==> src/rtl/stream_addr_gen.sv <==
// Streaming neighbour-address generator for a D2Q9-style lattice.
// On Start the node coordinate and the packed 9-direction velocity vectors
// are captured; the block then emits one beat per direction (0..8) with the
// periodically wrapped neighbour coordinate and its linear address.
//
// Handshake: a beat is transferred on a rising edge where Valid_Out=1 and
// Ready_In=1. While Valid_Out=1 and Ready_In=0 all beat fields hold stable,
// and Valid_Out never drops until the beat is taken.
module stream_addr_gen #(
  parameter int WIDTH = 576,
  parameter int NX    = 64,
  parameter int NY    = 64,
  parameter int XW    = $clog2(NX),
  parameter int YW    = $clog2(NY),
  parameter int AW    = $clog2(NX*NY)
) (
  input  logic                    Clk,
  input  logic                    Reset,
  input  logic                    Start,
  input  logic [XW-1:0]           X_In,
  input  logic [YW-1:0]           Y_In,
  input  logic signed [WIDTH-1:0] Cx_In,
  input  logic signed [WIDTH-1:0] Cy_In,
  input  logic                    Ready_In,
  output logic                    Valid_Out,
  output logic [3:0]              Dir_Out,
  output logic [XW-1:0]           Xn_Out,
  output logic [YW-1:0]           Yn_Out,
  output logic [AW-1:0]           Addr_Out,
  output logic                    Busy,
  output logic                    Done,
  output logic                    Err_Out,
  output logic [1:0]              dbg_state
);

  typedef enum logic [1:0] {
    IDLE = 2'd0,
    RUN  = 2'd1,
    DONE = 2'd2
  } state_t;

  state_t             state, state_nxt;
  logic [XW-1:0]      x_q;
  logic [YW-1:0]      y_q;
  logic [WIDTH-1:0]   cx_q, cy_q;
  logic [3:0]         dir_q;
  logic               err_q;

  logic [7:0]         cx_off, cy_off;
  logic [7:0]         cx_eff, cy_eff;
  logic               cx_bad, cy_bad, beat_bad;
  logic               x_in_bad, y_in_bad;
  logic [XW-1:0]      xn;
  logic [YW-1:0]      yn;
  logic [AW-1:0]      addr;
  logic               run;

  // Only -1, 0 and +1 are meaningful lattice offsets.
  function automatic logic offset_legal(input logic [7:0] v);
    return (v == 8'h00) || (v == 8'h01) || (v == 8'hFF);
  endfunction

  assign x_in_bad = (32'(X_In) >= NX);
  assign y_in_bad = (32'(Y_In) >= NY);
  assign run      = (state == RUN);

  // Pick the integer part (top 8 bits of the 8.56 word) of the current direction.
  always_comb begin
    cx_off = '0;
    cy_off = '0;
    for (int k = 0; k < 9; k++) begin
      if (dir_q == 4'(k)) begin
        cx_off = cx_q[WIDTH-1-64*k -: 8];
        cy_off = cy_q[WIDTH-1-64*k -: 8];
      end
    end
  end

  // Illegal offsets are flagged and then behave as zero for this beat.
  always_comb begin
    cx_bad   = !offset_legal(cx_off);
    cy_bad   = !offset_legal(cy_off);
    beat_bad = cx_bad || cy_bad;
    cx_eff   = cx_bad ? 8'h00 : cx_off;
    cy_eff   = cy_bad ? 8'h00 : cy_off;
  end

  // Periodic wrap of the neighbour coordinate and its row-major address.
  always_comb begin
    xn = x_q;
    if (cx_eff == 8'h01) begin
      xn = (x_q == XW'(NX-1)) ? '0 : x_q + XW'(1);
    end else if (cx_eff == 8'hFF) begin
      xn = (x_q == '0) ? XW'(NX-1) : x_q - XW'(1);
    end
    yn = y_q;
    if (cy_eff == 8'h01) begin
      yn = (y_q == YW'(NY-1)) ? '0 : y_q + YW'(1);
    end else if (cy_eff == 8'hFF) begin
      yn = (y_q == '0) ? YW'(NY-1) : y_q - YW'(1);
    end
    addr = AW'(AW'(yn) * AW'(NX)) + AW'(xn);
  end

  // Next-state logic: walk ends when direction 8 is handed off.
  always_comb begin
    state_nxt = state;
    case (state)
      IDLE:    if (Start) state_nxt = RUN;
      RUN:     if (Ready_In && dir_q == 4'd8) state_nxt = DONE;
      DONE:    state_nxt = IDLE;
      default: state_nxt = IDLE;
    endcase
  end

  // State register, walk context capture, direction counter and sticky error.
  always_ff @(posedge Clk) begin
    if (!Reset) begin
      state <= IDLE;
      x_q   <= '0;
      y_q   <= '0;
      cx_q  <= '0;
      cy_q  <= '0;
      dir_q <= '0;
      err_q <= 1'b0;
    end else begin
      state <= state_nxt;
      case (state)
        IDLE: begin
          if (Start) begin
            x_q   <= x_in_bad ? '0 : X_In;
            y_q   <= y_in_bad ? '0 : Y_In;
            cx_q  <= Cx_In;
            cy_q  <= Cy_In;
            dir_q <= '0;
            err_q <= x_in_bad || y_in_bad;
          end
        end
        RUN: begin
          if (beat_bad) err_q <= 1'b1;
          if (Ready_In && dir_q != 4'd8) dir_q <= dir_q + 4'd1;
        end
        default: ;
      endcase
    end
  end

  // Beat fields are only driven while a beat is on offer; zero otherwise.
  always_comb begin
    Valid_Out = run;
    Dir_Out   = run ? dir_q : '0;
    Xn_Out    = run ? xn    : '0;
    Yn_Out    = run ? yn    : '0;
    Addr_Out  = run ? addr  : '0;
    Busy      = (state != IDLE);
    Done      = (state == DONE);
    Err_Out   = err_q || (run && beat_bad);
    dbg_state = state;
  end

endmodule

==> config.mk <==
export PLATFORM = sky130hd
export DESIGN_NAME = stream_addr_gen
export DESIGN_NICKNAME = d
export VERILOG_FILES = /design/src/rtl/stream_addr_gen.sv
export SDC_FILE = /design/constraint.sdc
export NUM_CORES = 1
export LEC_CHECK = 0
export ABC_AREA = 1
export CAP_MARGIN = 30
export CORE_AREA = 2 2 462 464
export DETAILED_ROUTE_END_ITERATION = 16
export DIE_AREA = 0 0 464 466
export GPL_TIMING_DRIVEN = 0
export MAX_ROUTING_LAYER = met4
export PLACE_DENSITY_LB_ADDON = 0.3
export SYNTH_ARGS = -nofsm -noshare
export SYNTH_HDL_FRONTEND = slang
export SYNTH_SLANG_ARGS = --single-unit
==> constraint.sdc <==
create_clock -name Clk -period 6 [get_ports Clk]
set_input_delay 1.2 -clock Clk [delete_from_list [all_inputs] [get_ports Clk]]
set_output_delay 1.2 -clock Clk [all_outputs]
set_load 0.02 [all_outputs]
==> results of run 1 <==
==> path summary, 6_finish.rpt <==
kind                            startpoint          end  slack (ns)  cells past startpoint
worst max register to register    dir_q[1]        err_q        3.06                     19
worst max-delay path              dir_q[1]  Addr_Out[8]        0.19                     21
worst min-delay path                 err_q        err_q        0.46                      2
worst min register to register       err_q        err_q        0.46                      2
==> per-layer routing <==
metal | wire (microns) | global-route usage | part of all wire
met1 | 25800 | 0.0650 | 0.42
met5 | 0 | - | 0
met4 | 1860 | 0.0215 | 0.030
met2 | 32100 | 0.103 | 0.53
met3 | 1250 | 0.00391 | 0.020
==> cell usage after synthesis (2+ instances only) <==
library cell and instances:
ha_1 9, a21oi_1 35, nor2_1 217, o21ai_1 16
buf_4 15, nor2_4 4, nand2_2 2, nor3_1 7
buf_2 10, nand2_1 206, xnor2_1 3, nand4_1 27
clkbuf_1 58, o21ai_0 185, nand3b_1 2, inv_2 10
nand3_1 143, and2_1 2, clkinv_1 2, dfxtp_1 163
inv_1 129, nor3b_1 2, buf_6 3, xor2_1 5
==> flip-flops by register name (all words and copies together), names as in the netlist <==
register	count
cx_q	72
cy_q	72
dbg_state	2
dir_q	4
err_q	1
x_q	6
y_q	6
==> tightest hold or removal path, delay by kind of cell, from the launching register on <==
kind	cells	cell delay, ns
buffers and inverters	1	0.06
DFF	1	0.30
AOI/OAI and AO/OA	1	0.06
==> cell usage in the layout, fill, tap and decap left out, types with 4 or more instances in the layout <==
master,count
nand3_1,143
buf_6,6
nor2_4,7
nor2_2,4
clkbuf_16,17
buf_4,17
inv_1,129
inv_6,6
o21ai_1,16
clkdlybuf4s50_1,193
nand4_1,27
ha_1,9
clkbuf_2,4
xor2_1,5
inv_2,10
nor2_1,211
diode_2,6
dfxtp_1,163
nor3_1,7
buf_2,10
nand2_1,206
a21oi_1,35
clkbuf_1,54
o21ai_0,185
==> logic make-up (layout without fill, tap and decap cells) <==
logic type / count (synthesis) / after routing
compound gates: 238 / 238
buf+inv: 227 / 459
flops: 163 / 163
other cells: 0 / 6
simple gates: 617 / 617
fa+ha+maj: 9 / 9
xor+xnor: 8 / 8
==> stage by stage <==
stage	util	instance area [sq um]	hold WS (ns)	instances
global placement	0.0649	13700	0.448	4276
global route	0.0683	14400	0.498	4317
floorplan	-	8250	0.436	1262
CTS	0.0681	14400	0.460	4315
finish	0.0683	14400	0.457	4321
detailed placement	0.0653	13800	0.449	4283
==> final cells by class <==
| type | instances | share of cell area |
|---|---|---|
| tap | 2821 | 0.245 |
| multi-input combinational | 872 | 0.283 |
| timing repair buffer | 200 | 0.139 |
| buffer | 86 | 0.0291 |
| antenna | 6 | 0.00104 |
| clock buffer | 17 | 0.0295 |
| sequential | 163 | 0.226 |
| inverter | 141 | 0.0367 |
| clock inverter | 15 | 0.0109 |
==> report_power, final <==
group,switching (mW),internal [mW],leakage [nW]
logic,0.466,0.249,2.94
clock network,0.551,0.557,0.288
registers,0.0489,1.16,1.35
==> flow_summary.toml, run 1 <==
[yosys]
synth.area.top_cells = "dfxtp_1, o21ai_0, nor2_1"
async_reset_ff_frac = 0
synthFlopType = "dfxtp_1"
yosysWarnings = 0
syn-num-nets = 2439
synth_simple_gate_area_frac = 0.323
ys_ff_latch = 163
synth_top_family_by_area = "simple AND/OR/NAND/NOR gates"
ys_types = 31
synth_adder_area_share = 0.0137
synthDominantCellAreaShare = 0.396
syn_avg_cell_area_sq_um = 6.54
synth_xor_area_frac = 0.00850
synth_area_leader_cell = "dfxtp_1"
synth_mux_area_frac = 0
syn_area_sq_um = 8250
yosysSeqAreaShare = 0.396
synth_edf_count = 0
synth-compound-area-share = 0.145
syn_inst = 1262

[detailed_routing]
wire_per_inst_microns = 14.1
drc = 0
drt_pass1_iterations = 7
vias = 9026
drtIter0Drc = 454
routed_wl_mm = 61.0
antenna_left = 0
viasPerCell = 2.09

[status]
status = "finished, final reports clean"

[final_layout]
register_area_sq_um = 3260
final.fill_count = 24900
multiInputGateArea_sq_um = 4080
area_delta_synth_final_pct = 74.9
nNetsFinal = 2658
drive_gt1_frac = 0.0656

[sta]
worst_slew_pin_slew_ns = 0.702
fmax_mhz = 172
fin_crit_ns = 5.81
relSlewSlack = 0.530
final_max_slew_viol_count = 0
rsz0062_at_grt = "false"
worst_clock_skew_ns = 0.0179
worst_slack_ns = 0.192
setup_violations = 0
timing.final.crit_share = 0.968
hold_violations = 0
setup_tns_ns = 0

[clocking]
post-cts-setup-buffers = 0
numCtsBuffers = 17
cts_resized = 3
htreeDepth = 4
cts-root-buf = "clkbuf_16"
cts_sinks = 163
hold_buffers = 0
clkTransAtPathRegs_ns = 0.07
clock_insertion_delay_worst_skew_ns = 0.46
clockBufferDepth = 2
cts_tree = "built"

[global_routing]
antenna_found_initial = 31
grt_max_degree = 19
grt_pass1_vias = 9084
grt_usage = 0.0568
grt-ovfl-total = 0
grt_pass1_wl_mm = 79.1

[floorplanning]
placeableCoreArea_sq_um = 211000
dieArea_sq_um = 216000
start_util = 0.0390
die_h_microns = 466
rows = 169
die_w_microns = 464
ios = 1202

[worst_setup_path]
cp-end-kind = "primary output"
required_ns = 4.80
crit_path_max_incr_delay_ns = 0.64
crit_buf_inv = 7
cp_common_cell = "nand2_1"
worstPathMaxFanout = 10
slowest_stage = "clkdlybuf4s50_1"
path_class = "flop to primary output"
start_kind = "flop"
arrival_ns = 4.61
path_delay_family = "buffers and inverters"
timing.critical_path.cells = "inv_1 > ha_1 > buf_2 > inv_1 > nor2_4 > buf_4 > nand2_1 > nand4_1 > nand2_1 > nand2_1 > nand2_1 > nand2_1 > nand2_1 > nor2_2 > nand2_1 > buf_2 > nand2_1 > a21oi_1 > nor2_1 > buf_4 > clkdlybuf4s50_1"

[placed_design]
place_hpwl_mm = 54.2
gp_congestion = 0.831
place_worst_setup_slack_ns = 0.263
portBuffers = 193

[power_and_ir_drop]
peakVddDrop_mv = 0.215
leakagePower_nw = 4.58
p_total_mw = 3.03
power.density_nw_per_um2 = 210

[job]
maxCapViolations = 0

[min_path]
worstHoldPathType = "flop to flop"
Note: power is estimated with default switching activity, not from simulation.
==> run 2: changes to the inputs <==
--- a/config.mk
+++ b/config.mk
@@ -11,8 +11,10 @@
 export DETAILED_ROUTE_END_ITERATION = 16
 export DIE_AREA = 0 0 464 466
 export GPL_TIMING_DRIVEN = 0
+export HOLD_SLACK_MARGIN = 0.15
 export MAX_ROUTING_LAYER = met4
 export PLACE_DENSITY_LB_ADDON = 0.3
+export REMOVE_ABC_BUFFERS = 1
 export SYNTH_ARGS = -nofsm -noshare
 export SYNTH_HDL_FRONTEND = slang
 export SYNTH_SLANG_ARGS = --single-unit
==> run 2 against run 1 <==
Net effect:
- non-clock buffer count is 65 lower
- setup slack better by 0.077 ns
- global-route usage down 0.62 points
- sequential share of layout area about the same
- cell area fell by 0.10%
- combinational power decreased by 4.6%
- utilization about the same
- via count down 3.0%
- final cell count is 1.4% lower
- highest routed layer unchanged
==> flow_summary.toml, run 2 (synthesized netlist as in run 1, its figures left out) <==
[worst_setup_path]
path_class = "flop to primary output"
worstPathMaxFanout = 12
crit_path_max_incr_delay_ns = 0.61
path_delay_family = "simple AND/OR/NAND/NOR gates"
slowest_stage = "nand4_1"
cp_common_cell = "nand2_1"
start_kind = "flop"
required_ns = 4.80
crit_buf_inv = 3
cp-end-kind = "primary output"
arrival_ns = 4.53
timing.critical_path.cells = "inv_1 > ha_4 > nand2_8 > o21ai_0 > inv_1 > nand2_1 > nand4_1 > nand2_1 > nand2_1 > nand2_1 > nand4_1 > nor2_1 > nand3_1 > o21ai_0 > nor2_2 > clkdlybuf4s50_1"

[final_layout]
area_delta_synth_final_pct = 74.7
nNetsFinal = 2594
most-common-layout-cells = "nor2_1, nand2_1, o21ai_0"
stdcell_area_sq_um = 14400
register_area_sq_um = 3260
final.fill_count = 25000
layout_commonest_cell = "nor2_1"
reg.largest.list = "cx_q: 72 flops, cy_q: 72 flops"
drive_gt1_frac = 0.0748
final_cells = 4261
fin_util = 0.0682
multiInputGateArea_sq_um = 4160

[global_routing]
grt_usage = 0.0506
antenna_found_initial = 40
grt_pass1_vias = 8640
grt_pass1_wl_mm = 71.9
grt_max_degree = 86
grt-ovfl-total = 0

[floorplanning]
start_util = 0.0390
die_h_microns = 466
dieArea_sq_um = 216000
die_w_microns = 464
rows = 169
placeableCoreArea_sq_um = 211000
ios = 1202

[sta]
relSlewSlack = 0.471
hold_violations = 0
timing.final.crit_share = 0.955
holdWs_ns = 0.463
worst_slew_pin_slew_ns = 0.791
fin_crit_ns = 5.73
worst_clock_skew_ns = 0.0176
rsz0062_at_grt = "false"
final_max_slew_viol_count = 0
setup_violations = 0
fmax_mhz = 174
worst_slack_ns = 0.269
setup_tns_ns = 0

[status]
status = "finished, final reports clean"

[placed_design]
placed_area_sq_um = 13500
portBuffers = 193
dp_cells = 4200
place_worst_setup_slack_ns = -1.26
place_hpwl_mm = 41.2
gp_congestion = 0.746

[detailed_routing]
drtIter0Drc = 440
routed_wl_mm = 54.1
wire_per_inst_microns = 12.7
viasPerCell = 2.06
drt_pass1_iterations = 4
vias = 8759
antenna_left = 0
drc = 0

[clocking]
clockBufferDepth = 2
clkTransAtPathRegs_ns = 0.08
cts-root-buf = "clkbuf_16"
numCtsBuffers = 17
cts_tree = "built"
clock_insertion_delay_worst_skew_ns = 0.50
htreeDepth = 4
cts_sinks = 163

[power_and_ir_drop]
p_total_mw = 3.05
power.density_nw_per_um2 = 212
peakVddDrop_mv = 0.120
leakagePower_nw = 4.58

[min_path]
worstHoldPathType = "flop to flop"

[job]
maxCapViolations = 0
==> run 2: cell types whose count changed in the layout (fill, tap and decap cells not counted), sizes merged <==
| cell | change |
|---|---|
| buf | -6 |
| clkbuf | -56 |
| clkdlybuf4s15 | +3 |
| clkdlybuf4s18 | +1 |
| clkdlybuf4s50 | -13 |
| clkinvlp | +2 |
| diode | +4 |
| dlygate4sd2 | +7 |
| inv | -3 |
| nand2 | +1 |
==> run 2: cell type report <==
class,instances,area share
Clock buffer,18,0.0305
Inverter,141,0.0385
Multi-Input combinational cell,873,0.289
Timing Repair Buffer,221,0.159
Sequential cell,163,0.226
Clock inverter,14,0.00990
Tap cell,2821,0.245
Antenna cell,10,0.00174
==> run 2: timing repair <==
| action | CTS | global route |
|---|---|---|
| buffers inserted | 17 | 1 |
| gates resized for setup | 44 | 8 |
| setup endpoints to repair | 25 | 11 |
| gates cloned | 0 | 1 |
| hold buffers | 0 | 0 |
| pin swaps | 12 | 6 |
==> run 2: power by group <==
| group | internal (mW) | switching (mW) | total (mW) | leakage, nW |
|---|---|---|---|---|
| Combinational | 0.254 | 0.427 | 0.682 | 2.95 |
| Clock | 0.563 | 0.604 | 1.17 | 0.285 |
| Sequential | 1.16 | 0.0382 | 1.20 | 1.35 |
==> run 2: worst register-to-register path, stage by stage (launching register included) <==
cell and delay (ns):
dfxtp_1 0.37, inv_1 0.21, ha_4 0.32, nand2_8 0.20, o21ai_0 0.21, inv_1 0.05
nand2_1 0.10, nand4_1 0.62, nand2_1 0.33, nand2_1 0.08, nand2_1 0.09, nand2_1 0.10
nand2_1 0.08, nor2_1 0.09, nand2_2 0.21, nand2_1 0.14, nand2_1 0.09, nand2_1 0.06
a21oi_1 0.11
==> run 2: worst paths after layout <==
kind / to / slack [ns] / depth (start not counted) / startpoint
max: Yn_Out[5] / 0.27 / 16 / dir_q[0]
min: err_q / 0.46 / 2 / err_q
max reg2reg: err_q / 2.47 / 18 / dir_q[0]
min reg2reg: err_q / 0.46 / 2 / err_q
==> run 2: per-layer routing <==
| metal | part of all wire | vias to the layer above | wire (microns) | GRT usage |
|---|---|---|---|---|
| met5 | 0 | - | 0 | - |
| met4 | 0.020 | 0 | 1070 | 0.0154 |
| met3 | 0.034 | 65 | 1830 | 0.0102 |
| met2 | 0.51 | 208 | 27400 | 0.0877 |
| met1 | 0.44 | 4102 | 23800 | 0.0584 |
| li1 | - | 4384 | - | - |
